[src/rtl/piece_dropper_if.sv]
// rtl/piece_dropper_if.sv - drop request, board write and turn pulse bundle; anim signals exist only with DROP_ANIM_EN
interface piece_dropper_if;
  logic       drop_req;
  logic [2:0] drop_col;
  logic [1:0] player;
  logic       drop_ready;
  logic       wr_en;
  logic [2:0] wr_row;
  logic [2:0] wr_col;
  logic [1:0] wr_colour;
  logic       turn_advance;
  logic       drop_err;
  logic       board_full;
`ifdef DROP_ANIM_EN
  logic       anim_valid;
  logic [2:0] anim_row;

  modport master (
    output drop_req, drop_col, player,
    input  drop_ready, wr_en, wr_row, wr_col, wr_colour, turn_advance, drop_err, board_full,
    input  anim_valid, anim_row
  );
  modport slave (
    input  drop_req, drop_col, player,
    output drop_ready, wr_en, wr_row, wr_col, wr_colour, turn_advance, drop_err, board_full,
    output anim_valid, anim_row
  );
`else
  modport master (
    output drop_req, drop_col, player,
    input  drop_ready, wr_en, wr_row, wr_col, wr_colour, turn_advance, drop_err, board_full
  );
  modport slave (
    input  drop_req, drop_col, player,
    output drop_ready, wr_en, wr_row, wr_col, wr_colour, turn_advance, drop_err, board_full
  );
`endif
endinterface

[src/rtl/piece_dropper.sv]
// rtl/piece_dropper.sv - column drop engine: finds lowest free row, writes the colour, pulses the turn tracker
// Optional fall animation state enabled by defining DROP_ANIM_EN.
module piece_dropper #(
  parameter int COLS       = 7,
  parameter int ROWS       = 6,
  parameter int ANIM_TICKS = 4
) (
  input  logic           clk,
  input  logic           reset,
  piece_dropper_if.slave bus
);
  localparam int              CW     = $clog2(ROWS * COLS + 1);
  localparam logic [3:0]      COLS_L = 4'(COLS);
  localparam logic [3:0]      ROWS_L = 4'(ROWS);
  localparam logic [CW-1:0]   CELLS  = CW'(ROWS * COLS);

  if (COLS < 1 || COLS > 8 || ROWS < 1 || ROWS > 8 || ANIM_TICKS < 1) begin : g_bad_cfg
    $error("piece_dropper: unsupported parameter set");
  end

  typedef enum logic [2:0] {
    S_IDLE,
    S_CHECK,
    S_WRITE,
    S_ADVANCE
`ifdef DROP_ANIM_EN
    , S_FALL
`endif
  } state_t;

  state_t          state_q, state_d;
  logic [2:0]      col_q, col_d;
  logic [1:0]      player_q, player_d;
  logic [2:0]      row_q, row_d;
  logic [3:0]      heights_q [0:7];
  logic [3:0]      heights_d [0:7];
  logic [CW-1:0]   count_q, count_d;
  logic            full_q, full_d;
`ifdef DROP_ANIM_EN
  localparam int   TW = (ANIM_TICKS > 1) ? $clog2(ANIM_TICKS) : 1;
  logic [2:0]      arow_q, arow_d;
  logic [TW-1:0]   tick_q, tick_d;
`endif

  logic       ready;
  logic [3:0] cur_h;
  logic       reject;

  // Out-of-range columns read an unused height slot but are always rejected.
  assign ready  = (state_q == S_IDLE) && !full_q;
  assign cur_h  = heights_q[col_q];
  assign reject = ({1'b0, col_q} >= COLS_L) || (cur_h == ROWS_L) ||
                  !(player_q == 2'b01 || player_q == 2'b10);

  always_ff @(posedge clk or posedge reset) begin
    if (reset) begin
      state_q   <= S_IDLE;
      col_q     <= '0;
      player_q  <= '0;
      row_q     <= '0;
      heights_q <= '{default: '0};
      count_q   <= '0;
      full_q    <= 1'b0;
`ifdef DROP_ANIM_EN
      arow_q    <= '0;
      tick_q    <= '0;
`endif
    end else begin
      state_q   <= state_d;
      col_q     <= col_d;
      player_q  <= player_d;
      row_q     <= row_d;
      heights_q <= heights_d;
      count_q   <= count_d;
      full_q    <= full_d;
`ifdef DROP_ANIM_EN
      arow_q    <= arow_d;
      tick_q    <= tick_d;
`endif
    end
  end

  always_comb begin
    state_d   = state_q;
    col_d     = col_q;
    player_d  = player_q;
    row_d     = row_q;
    heights_d = heights_q;
    count_d   = count_q;
    full_d    = full_q;
`ifdef DROP_ANIM_EN
    arow_d    = arow_q;
    tick_d    = tick_q;
`endif
    case (state_q)
      S_IDLE: begin
        if (bus.drop_req && ready) begin
          col_d    = bus.drop_col;
          player_d = bus.player;
          state_d  = S_CHECK;
        end
      end
      S_CHECK: begin
        if (reject) begin
          state_d = S_IDLE;
        end else begin
          row_d = cur_h[2:0];
`ifdef DROP_ANIM_EN
          arow_d  = 3'(ROWS - 1);
          tick_d  = '0;
          state_d = S_FALL;
`else
          state_d = S_WRITE;
`endif
        end
      end
`ifdef DROP_ANIM_EN
      // Each row, including the target, is shown for ANIM_TICKS cycles.
      S_FALL: begin
        if (tick_q == TW'(ANIM_TICKS - 1)) begin
          tick_d = '0;
          if (arow_q == row_q) state_d = S_WRITE;
          else                 arow_d  = arow_q - 3'd1;
        end else begin
          tick_d = tick_q + TW'(1);
        end
      end
`endif
      S_WRITE: begin
        if (cur_h != ROWS_L) begin
          heights_d[col_q] = cur_h + 4'd1;
          count_d          = count_q + CW'(1);
        end
        state_d = S_ADVANCE;
      end
      S_ADVANCE: begin
        if (count_q == CELLS) full_d = 1'b1;
        state_d = S_IDLE;
      end
      default: state_d = S_IDLE;
    endcase
  end

  always_comb begin
    bus.drop_ready   = ready;
    bus.wr_en        = (state_q == S_WRITE);
    bus.wr_row       = row_q;
    bus.wr_col       = col_q;
    bus.wr_colour    = player_q;
    bus.turn_advance = (state_q == S_ADVANCE);
    bus.drop_err     = (state_q == S_CHECK) && reject;
    bus.board_full   = full_q;
`ifdef DROP_ANIM_EN
    bus.anim_valid   = (state_q == S_FALL);
    bus.anim_row     = arow_q;
`endif
  end
endmodule

[src/flat_wrapper.sv]
// flat-port wrapper written by rule: the top's interface ports become plain ports
module piece_dropper_flat 
#(
  parameter int COLS       = 7,
  parameter int ROWS       = 6,
  parameter int ANIM_TICKS = 4
)
  (clk, reset, bus_drop_req, bus_drop_col, bus_player, bus_drop_ready, bus_wr_en, bus_wr_row, bus_wr_col, bus_wr_colour, bus_turn_advance, bus_drop_err, bus_board_full);
  piece_dropper_if bus_i ();
  input  logic clk;
  input  logic reset;
  input wire logic [$bits(bus_i.drop_req)-1:0] bus_drop_req;
  input wire logic [$bits(bus_i.drop_col)-1:0] bus_drop_col;
  input wire logic [$bits(bus_i.player)-1:0] bus_player;
  output wire logic [$bits(bus_i.drop_ready)-1:0] bus_drop_ready;
  output wire logic [$bits(bus_i.wr_en)-1:0] bus_wr_en;
  output wire logic [$bits(bus_i.wr_row)-1:0] bus_wr_row;
  output wire logic [$bits(bus_i.wr_col)-1:0] bus_wr_col;
  output wire logic [$bits(bus_i.wr_colour)-1:0] bus_wr_colour;
  output wire logic [$bits(bus_i.turn_advance)-1:0] bus_turn_advance;
  output wire logic [$bits(bus_i.drop_err)-1:0] bus_drop_err;
  output wire logic [$bits(bus_i.board_full)-1:0] bus_board_full;
  assign bus_i.drop_req = bus_drop_req;
  assign bus_i.drop_col = bus_drop_col;
  assign bus_i.player = bus_player;
  assign bus_drop_ready = bus_i.drop_ready;
  assign bus_wr_en = bus_i.wr_en;
  assign bus_wr_row = bus_i.wr_row;
  assign bus_wr_col = bus_i.wr_col;
  assign bus_wr_colour = bus_i.wr_colour;
  assign bus_turn_advance = bus_i.turn_advance;
  assign bus_drop_err = bus_i.drop_err;
  assign bus_board_full = bus_i.board_full;
  piece_dropper #(.COLS(COLS), .ROWS(ROWS), .ANIM_TICKS(ANIM_TICKS)) u_core (.clk(clk), .reset(reset), .bus(bus_i));
endmodule
[config.mk]
export PLATFORM = sky130hd
export DESIGN_NAME = piece_dropper_flat
export DESIGN_NICKNAME = d
export VERILOG_FILES = /design/src/rtl/piece_dropper_if.sv /design/src/rtl/piece_dropper.sv /design/src/flat_wrapper.sv
export SDC_FILE = /design/constraint.sdc
export NUM_CORES = 1
export LEC_CHECK = 0
export ABC_AREA = 1
export CAP_MARGIN = 20
export CORE_UTILIZATION = 55
export DETAILED_ROUTE_END_ITERATION = 8
export PLACE_DENSITY = 0.82
export SLEW_MARGIN = 10
export SYNTH_ARGS = -nofsm -noshare
export SYNTH_HDL_FRONTEND = slang
export SYNTH_SLANG_ARGS = --single-unit
[constraint.sdc]
create_clock -name clk -period 7.15 [get_ports clk]
set_input_delay 2.145 -clock clk [delete_from_list [all_inputs] [get_ports clk]]
set_output_delay 2.145 -clock clk [all_outputs]
set_load 0.01 [all_outputs]
Yosys cells after proc, flatten, opt, wreduce, memory -nomap -nowiden
Cells that the tools add are included.

cells by class
  add/subtract/negate cells = 2
  $lt $le $gt $ge = 3
  equal/unequal tests = 9
  mux-type cells = 9
  bitwise operators = 2
  reductions and logical operators = 14

operators by type and width
  operator               count
  $bwmux W32             1
  $bmux W4 S3            1
  $demux W4 S3           1
  $mux W4                3
  $pmux W3 S3            1
  $reduce_and A2 Y1      4
  $add A6 B1 Y6 const B  1
  $eq A3 B2 Y1 const B   2
  $eq A6 B6 Y1 const B   1
  $add A4 B1 Y4 const B  1
  $eq A4 B3 Y1 const B   1
  $ge A4 B4 Y1 const B   1
  $logic_and A1 B1 Y1    4
  $lt A4 B1 Y1 const B   1
  $ne A4 B3 Y1 const B   1
  $not A3 Y4             1
  $eq A3 B1 Y1 const B   1
  $ge A3 B3 Y1 const B   1
  $logic_not A3 Y1       1
  $logic_or A1 B1 Y1     3
  $mux W3                1
  $eq A2 B1 Y1 const B   1
  $eq A2 B2 Y1 const B   1
  $logic_not A1 Y1       2
  3 further kinds        3

storage, ports and cells
  flip-flop bits (word level) = 50
  input port bits = 8
  output and inout port bits = 13
  logic and storage cells = 53

Logic depth before layout (Yosys ltp)
Gate-level depths: netlist of the first run.

  depth after elaboration = 9
  depth in mapped cells = 21
  gate-level depth less buffers = 16

Worst setup path after synthesis of the first run
OpenSTA, ideal clock, no wires.

  path kind = reg-to-output
  start = register u_core.col_q[0], in the netlist u_core.bus.wr_col[0]
  end = output bus_drop_err
  arrival time = 2229 ps
  data required time = 5005 ps
  path slack = 2776 ps
  stages on the path, launching flop included = 19
  buffers on the path = 5
  cells stage by stage = dfrtp_1 buf_6 inv_4 buf_12 buf_6 nand2_1 nand2_1 nand2_1 nand2_1 nand2_1 nand2_1 buf_4 inv_1 ha_1 inv_1 nor2_4 nand2_8 buf_8 a21boi_0

between the ends
  word-level cells in the longest chain between the ends = 8
  elaborated cells between the ends (all ways) = 9
  those cells by class = order compare: 1; eq/ne: 1; mux: 3; bitwise: 1; reduce/logical: 3

RTL lines
  what                                         line                  source
  start: declaration                           piece_dropper.sv:32   logic [2:0] col_q, col_d;
  start signal: assignment                     piece_dropper.sv:70   col_q <= col_d;
  $not A3 Y4 (implied by the code)             piece_dropper.sv:51   assign cur_h = heights_q[col_q];
  $bmux W4 S3                                  piece_dropper.sv:51
  $mux W4 (implied by the code) (2 in series)  piece_dropper.sv:51
  via u_core.cur_h[0]                          piece_dropper.sv:46   logic [3:0] cur_h;
  $eq A4 B3 Y1                                 piece_dropper.sv:52   assign reject = ({1'b0, col_q} >= COLS_L) || (cur_h == ROWS_L) ||
  $logic_or A1 B1 Y1 (2 in series)             piece_dropper.sv:52
  $logic_and A1 B1 Y1                          piece_dropper.sv:151  bus.drop_err = (state_q == S_CHECK) && reject;
  end: declaration                             flat_wrapper.sv:21    output wire logic [$bits(bus_i.drop_err)-1:0] bus_drop_err;

The timed path passes the listed nets, and every way through them passes these cells. The select of a mux whose other input is x is not followed.

Worst setup path after layout of the first run
  start = register u_core.col_q[0], in the netlist u_core.bus.wr_col[0]
  end = output bus_drop_err

between the ends
  word-level cells in the longest chain between the ends = 8
  elaborated cells between the ends (all ways) = 9
  those cells by class = order compare: 1; eq/ne: 1; mux: 3; bitwise: 1; reduce/logical: 3

RTL lines
  what                                         line
  $not A3 Y4 (implied by the code)             piece_dropper.sv:51
  $bmux W4 S3                                  piece_dropper.sv:51
  $mux W4 (implied by the code) (2 in series)  piece_dropper.sv:51
  $eq A4 B3 Y1                                 piece_dropper.sv:52
  $logic_or A1 B1 Y1 (*) (2 in series)         piece_dropper.sv:52
  $logic_and A1 B1 Y1 (*)                      piece_dropper.sv:151

Mark *: on every way between the ends. The rest lies on a longest branch, timed or not. The select of a mux whose other input is x is not followed.

==> results of run 1 <==
-- layout by cell type (no fill, tap or decap), types with 6 or more instances in the layout --
master / netlist / routed
sky130_fd_sc_hd__clkdlybuf4s50_1: 0 / 20
sky130_fd_sc_hd__dfrtp_1: 49 / 49
sky130_fd_sc_hd__inv_1: 35 / 34
sky130_fd_sc_hd__nand2_1: 131 / 131
sky130_fd_sc_hd__nand3_1: 11 / 11
sky130_fd_sc_hd__nand3_4: 6 / 6
sky130_fd_sc_hd__nor2_1: 20 / 20
sky130_fd_sc_hd__o21ai_1: 29 / 29
-- metal layers --
metal,vias up,track usage
li1,1073,-
met1,943,0.3050
met2,44,0.3520
met3,11,0.04558
met4,0,0.1002
met5,-,0
-- cells by family (layout without fill, tap and decap cells) --
family | after synthesis | in the layout
buf+inv | 47 | 68
xor+xnor | 7 | 7
simple gates | 192 | 192
flops | 49 | 49
fa+ha+maj | 4 | 4
compound gates | 36 | 36
-- cells in the mapped netlist (all sizes together) --
master	count	share of area
nand3b	1	0.0073
nand3	22	0.077
nor2	26	0.053
nand4	2	0.0046
xnor2	3	0.0096
a21boi	1	0.0027
ha	4	0.018
xor2	4	0.018
nand2	138	0.20
dfrtp	49	0.45
inv	38	0.053
a31o	1	0.0032
nor3	3	0.0055
o21ai	34	0.062
buf	9	0.036
-- flip-flops by register name, indices dropped and copies added (netlist names) --
register               cells
u_core.heights_q          32
u_core.count_q             6
u_core.bus.wr_col          3
u_core.bus.wr_row          3
u_core.bus.wr_colour       2
u_core.state_q             2
u_core.bus.board_full      1
-- per-stage QoR --
stage	area, µm²	utilization
global route	3043	0.6400
floorplan	2748	-
finish	3043	0.6400
detailed placement	2939	0.6182
CTS	3023	0.6358
global placement	2939	0.6182
-- power breakdown --
group	total, mW	leakage (nW)	switching, mW	internal [mW]
Clock	0.162	0.0385	0.0925	0.0694
Combinational	0.650	0.791	0.418	0.232
Sequential	0.475	0.644	0.0965	0.379
Total	1.29	1.47	0.607	0.680
-- critical path, delay by kind of cell, from the launching register on --
family	cells	cell delay [ns]
AND/OR/NAND/NOR	8	0.85
AO/OA/AOI/OAI	1	0.21
adder cells (fa/ha/maj)	1	0.15
flip-flops	1	0.81
buffers and inverters	4	1.02
-- final cells by class --
| type | count | area share |
|---|---|---|
| multi-input cells | 239 | 0.4194 |
| flip-flops and latches | 49 | 0.4030 |
| repair buffers | 22 | 0.07484 |
| inverters | 38 | 0.04770 |
| well taps | 67 | 0.02755 |
| clock buffers | 7 | 0.02508 |
| clock inverters | 1 | 0.002467 |
-- final timing paths --
path / from / end / slack [ns] / cells past startpoint
worst max register to register: u_core.bus.wr_col[0]$_DFFE_PP0P_ / u_core.heights_q[31]$_DFFE_PP0P_ / 4.36 / 16
worst min-delay path: u_core.heights_q[19]$_DFFE_PP0P_ / u_core.heights_q[19]$_DFFE_PP0P_ / 0.49 / 2
worst max-delay path: u_core.bus.wr_col[0]$_DFFE_PP0P_ / bus_drop_err / 1.63 / 14
min in group asynchronous: reset / u_core.heights_q[26]$_DFFE_PP0P_ / 2.06 / 2
worst min register to register: u_core.heights_q[19]$_DFFE_PP0P_ / u_core.heights_q[19]$_DFFE_PP0P_ / 0.49 / 2
max in group asynchronous: reset / u_core.bus.wr_row[2]$_DFFE_PP0P_ / 4.60 / 3
==> reports/qor.yml, run 1 <==
clk_slew_on_worst_s_h_paths_ns: 0.09
slowest_cell_on_crit_path: "sky130_fd_sc_hd__dfrtp_1"
synth_area_in_xor_xnor: 0.02778
muxShareOfSynthArea: 0
wire_per_inst_um: 12.44
fill_cells: 402
rows: 25
met1_length_mm: 2.481
track_usage: 0.2257
dominant_combinational_cell_family_by_area_after_synthesis: "simple AND/OR/NAND/NOR gates"
antenna_violating_nets_post_route: 0
hold_viol_final: 0
grt_first_pass_wirelength_mm: 9.094
wl_met3_um: 223
vdd.ir_drop.worst_v: 0.0001309
grt_max_degree: 50
slew_violations: 0
fin_skew_ns: 0.01054
crit_path_required_time_ns: 5.01
syn-instance-count: 335
synth-compound-area-share: 0.06785
count_of_cells_resized_by_post_cts_repair: 0
leakagePower_nw: 1.473
max_freq_mhz: 181.0
netlist-cell-type-count: 31
floorplan.core_area_um2: 4755
cts_tree: "yes"
finalSetupViolations: 0
htree_levels: 2
worst_endpoint_data_arrival_time_ns: 3.38
num_antenna_cells: 0
cellPowerDensity_nw_per_um2: 422.8
place_worst_setup_slack_ns: 2.004
die_width_um: 72.68
grt_overflow_total: 0
io-pin-count: 21
ys_seq_elements: 49
maxCapViolCount: 0
cts.path.max_buffers: 2
syn-num-nets: 347
finalWirelength_mm: 5.261
via_count: 2071
met2_length_mm: 2.441
peak_fanout_along_the_critical_path: 21
holdWs_ns: 0.4939
synth-warning-count: 0
layout-area-overhead-vs-synth_pct: 10.75
synth.avg_cell_area_um2: 8.202
path_cells: "inv_4 -> nand2_1 -> nand2_1 -> nand2_1 -> nand2_1 -> nand2_1 -> nand2_1 -> inv_1 -> ha_1 -> inv_1 -> nor2_4 -> nand2_8 -> a21boi_0 -> clkdlybuf4s50_1"
dp.final_hpwl_mm: 3.808
place_inst: 414
netlist_area_um2: 2748
synth.yosys.seq_area_share: 0.4463
highest-signal-layer: "met4"
post-route-period-util: 0.7727
grt_pass1_vias: 1932
max_slew_margin: 0.5263
max_slew.worst_pin.slew_ns: 0.7106
path_class: "register to primary output"
run_status: "completed"
fin_total_pwr_mw: 1.286
die_area_um2: 5282
detail_route.first_pass.iterations: 4
rsz_0062_raised_after_global_routing: "false"
cp-end-kind: "primary output"
final_cell_count_no_fill: 423
min_period_ns: 5.525
cpPeakStageDelay_ns: 0.81
floorplan.initialDensity: 0.5779
port_buffer_cells: 20
fin_ws_ns: 1.625
numCtsBuffers: 5
cts_setup_buffers: 0
worstHoldPathType: "register to register"
arithmetic_cell_share_of_the_synthesized_area_counting_full_adders_half_adders_and_majority_gates: 0.01821
drive_gt1_frac: 0.1124
floorplan.die.height_um: 72.68
finalSetupTns_ns: 0
cts_root_buffer: "sky130_fd_sc_hd__clkbuf_8"
final-seq-area_um2: 1226
synth-simple-area-share: 0.3506
postCtsHoldBufs: 0
detail_route.iter0.violations: 195
globalplace.congestion: 0.8355
most_used_cell_along_the_critical_path: "sky130_fd_sc_hd__nand2_1"
multi_input_area_um2: 1276
clkLatencyLatePin_ns: 0.31
numnets_final: 367
startpoint_type: "register"
tritoncts_num_sinks: 49
routed_via_density: 4.896
grt_antenna_before_repair: 0
drt_drc_violations_left: 0
Note: power is estimated with default switching activity, not from simulation.
==> run 2: changes to the inputs <==
==> constraint.sdc (replaced) <==
create_clock -name clk -period 5.61 [get_ports clk]
set_input_delay 1.683 -clock clk [delete_from_list [all_inputs] [get_ports clk]]
set_output_delay 1.683 -clock clk [all_outputs]
set_load 0.01 [all_outputs]
==> run 2 against run 1 <==
Clock power increased by 86%; via count rose by 3.3%; sequential share of layout area down 0.75 points; clock-buffer cell count down 2; critical path depth is the same; setup slack lost 0.64 ns; die area did not move.
==> reports/qor.yml, run 2 (synthesized netlist as in run 1, its figures left out) <==
layout-area-overhead-vs-synth_pct: 12.84
place_inst: 415
most_used_cell_along_the_critical_path: "sky130_fd_sc_hd__nand2_1"
max_ffs_per_register: 32
postCtsHoldBufs: 0
detail_route.first_pass.iterations: 4
startpoint_type: "register"
cts_root_buffer: "sky130_fd_sc_hd__clkbuf_8"
crit_path_required_time_ns: 3.93
groute.layer.met2.usage: 0.3769
regMostFlops: "u_core.heights_q"
holdWs_ns: 0.4978
cts_setup_buffers: 0
reg_top3: "u_core.heights_q (32), u_core.count_q (6)"
drt_drc_violations_left: 0
cts.path.max_buffers: 2
dpl_cell_area_um2: 2947
die_width_um: 72.68
worstHoldPathType: "register to register"
max_slew_margin: 0.6975
io-pin-count: 21
crit_buf_inv: 4
num_antenna_cells: 0
grt_use_met3: 0.05110
gr-max-usage-layer: "met2"
antenna_violating_nets_post_route: 0
htree_levels: 2
final_cell_count_no_fill: 424
grt_first_pass_wirelength_mm: 9.459
peak_fanout_along_the_critical_path: 19
slowest_cell_on_crit_path: "sky130_fd_sc_hd__clkdlybuf4s50_1"
max_freq_mhz: 216.2
hold_viol_final: 0
detail_route.iter0.violations: 119
cellPowerDensity_nw_per_um2: 567.5
floorplan.initialDensity: 0.5779
run_status: "completed"
path_class: "register to primary output"
port_buffer_cells: 20
via_count: 2139
slew_violations: 0
fin_skew_ns: 0.008553
path_cells: "buf_4 -> nand2_1 -> nand2_1 -> nand2_1 -> nand2_1 -> nand2_1 -> nand2_1 -> inv_1 -> ha_1 -> inv_1 -> nor2_4 -> nand2_8 -> a21boi_0 -> clkdlybuf4s50_1"
cpPeakStageDelay_ns: 0.56
maxCapViolCount: 0
worst_path_dominant_cell_family: "buffers and inverters"
floorplan.die.height_um: 72.68
worst_endpoint_data_arrival_time_ns: 2.94
finalSetupTns_ns: 0
leakagePower_nw: 1.508
grt_overflow_total: 0
tritoncts_num_sinks: 49
most-common-layout-cells: "sky130_fd_sc_hd__nand2_1 (131), sky130_fd_sc_hd__dfrtp_1 (49), sky130_fd_sc_hd__inv_1 (34), sky130_fd_sc_hd__o21ai_1 (29)"
min_period_ns: 4.625
clk_slew_on_worst_s_h_paths_ns: 0.10
final_common_cell: "sky130_fd_sc_hd__nand2_1"
grt_antenna_before_repair: 0
dp.final_hpwl_mm: 3.839
drive_gt1_frac: 0.1204
grt_max_degree: 50
cp-end-kind: "primary output"
cts_tree: "yes"
die_area_um2: 5282
wire_per_inst_um: 13.25
count_of_cells_resized_by_post_cts_repair: 0
routed_via_density: 5.045
numnets_final: 368
numCtsBuffers: 5
vdd.ir_drop.worst_v: 0.0002122
design_area_um2: 3100
rsz_0062_raised_after_global_routing: "false"
floorplan.core_area_um2: 4755
finalSetupViolations: 0
finalWirelength_mm: 5.616
rows: 25
track_usage: 0.2366
max_slew.worst_pin.slew_ns: 0.4534
grt_use_met1: 0.3164
post-route-period-util: 0.8245
grt_pass1_vias: 2007
globalplace.congestion: 0.8608
clkLatencyLatePin_ns: 0.31
## run 2: cell count changes in the layout (fill, tap and decap cells not counted)
cell and delta:
sky130_fd_sc_hd__buf_4 +1, sky130_fd_sc_hd__bufinv_16 +2, sky130_fd_sc_hd__clkbuf_1 -2, sky130_fd_sc_hd__clkinv_2 +1, sky130_fd_sc_hd__clkinvlp_4 -1
## run 2: worst paths after layout
path	startpoint	end	slack [ns]	cells past startpoint
worst max-delay path	u_core.bus.wr_col[0]$_DFFE_PP0P_	bus_drop_err	0.98	14
worst min-delay path	u_core.bus.wr_row[1]$_DFFE_PP0P_	u_core.bus.wr_row[1]$_DFFE_PP0P_	0.50	2
worst max register to register	u_core.bus.wr_col[0]$_DFFE_PP0P_	u_core.heights_q[15]$_DFFE_PP0P_	3.16	16
worst min register to register	u_core.bus.wr_row[1]$_DFFE_PP0P_	u_core.bus.wr_row[1]$_DFFE_PP0P_	0.50	2
max in group asynchronous	reset	u_core.count_q[1]$_DFFE_PP0P_	3.54	3
min in group asynchronous	reset	u_core.bus.wr_col[2]$_DFFE_PP0P_	1.59	2
## run 2: per-layer routing
| layer | routed length (µm) | share of wire |
|---|---|---|
| met1 | 2479 | 0.44 |
| met2 | 2722 | 0.48 |
| met3 | 328 | 0.058 |
| met4 | 87 | 0.015 |
| met5 | 0 | 0 |
## run 2: cell type report
class,instances,area (µm²)
fillers,384,1654
multi-input cells,239,1276
flip-flops and latches,49,1226
repair buffers,23,235.2
inverters,38,145.1
well taps,67,83.83
clock buffers,5,68.82
clock inverters,3,65.06
## run 2: per-stage QoR
stage / power, mW / utilization / worst slack, ns
6_report: 1.759 / 0.6521 / 0.9846
5_1_grt: 1.890 / 0.6521 / 0.7618
4_1_cts: 1.755 / 0.6479 / 1.008
3_5_place_dp: 1.444 / 0.6197 / 1.389
3_3_place_gp: 1.424 / 0.6197 / 1.432
2_1_floorplan: 1.261 / - / 1.698
## run 2: worst register-to-register path, delay by kind of cell (launching register included)
kind	cells	cell delay (ns)
DFF	1	0.40
adders and majority gates	1	0.21
buffers and inverters	3	0.46
and+or+nand+nor	12	1.34
## run 2: where the power goes
group	leakage [nW]	internal (mW)	switching [mW]
registers	0.644	0.483	0.107
logic	0.796	0.300	0.568
clock network	0.0681	0.177	0.125
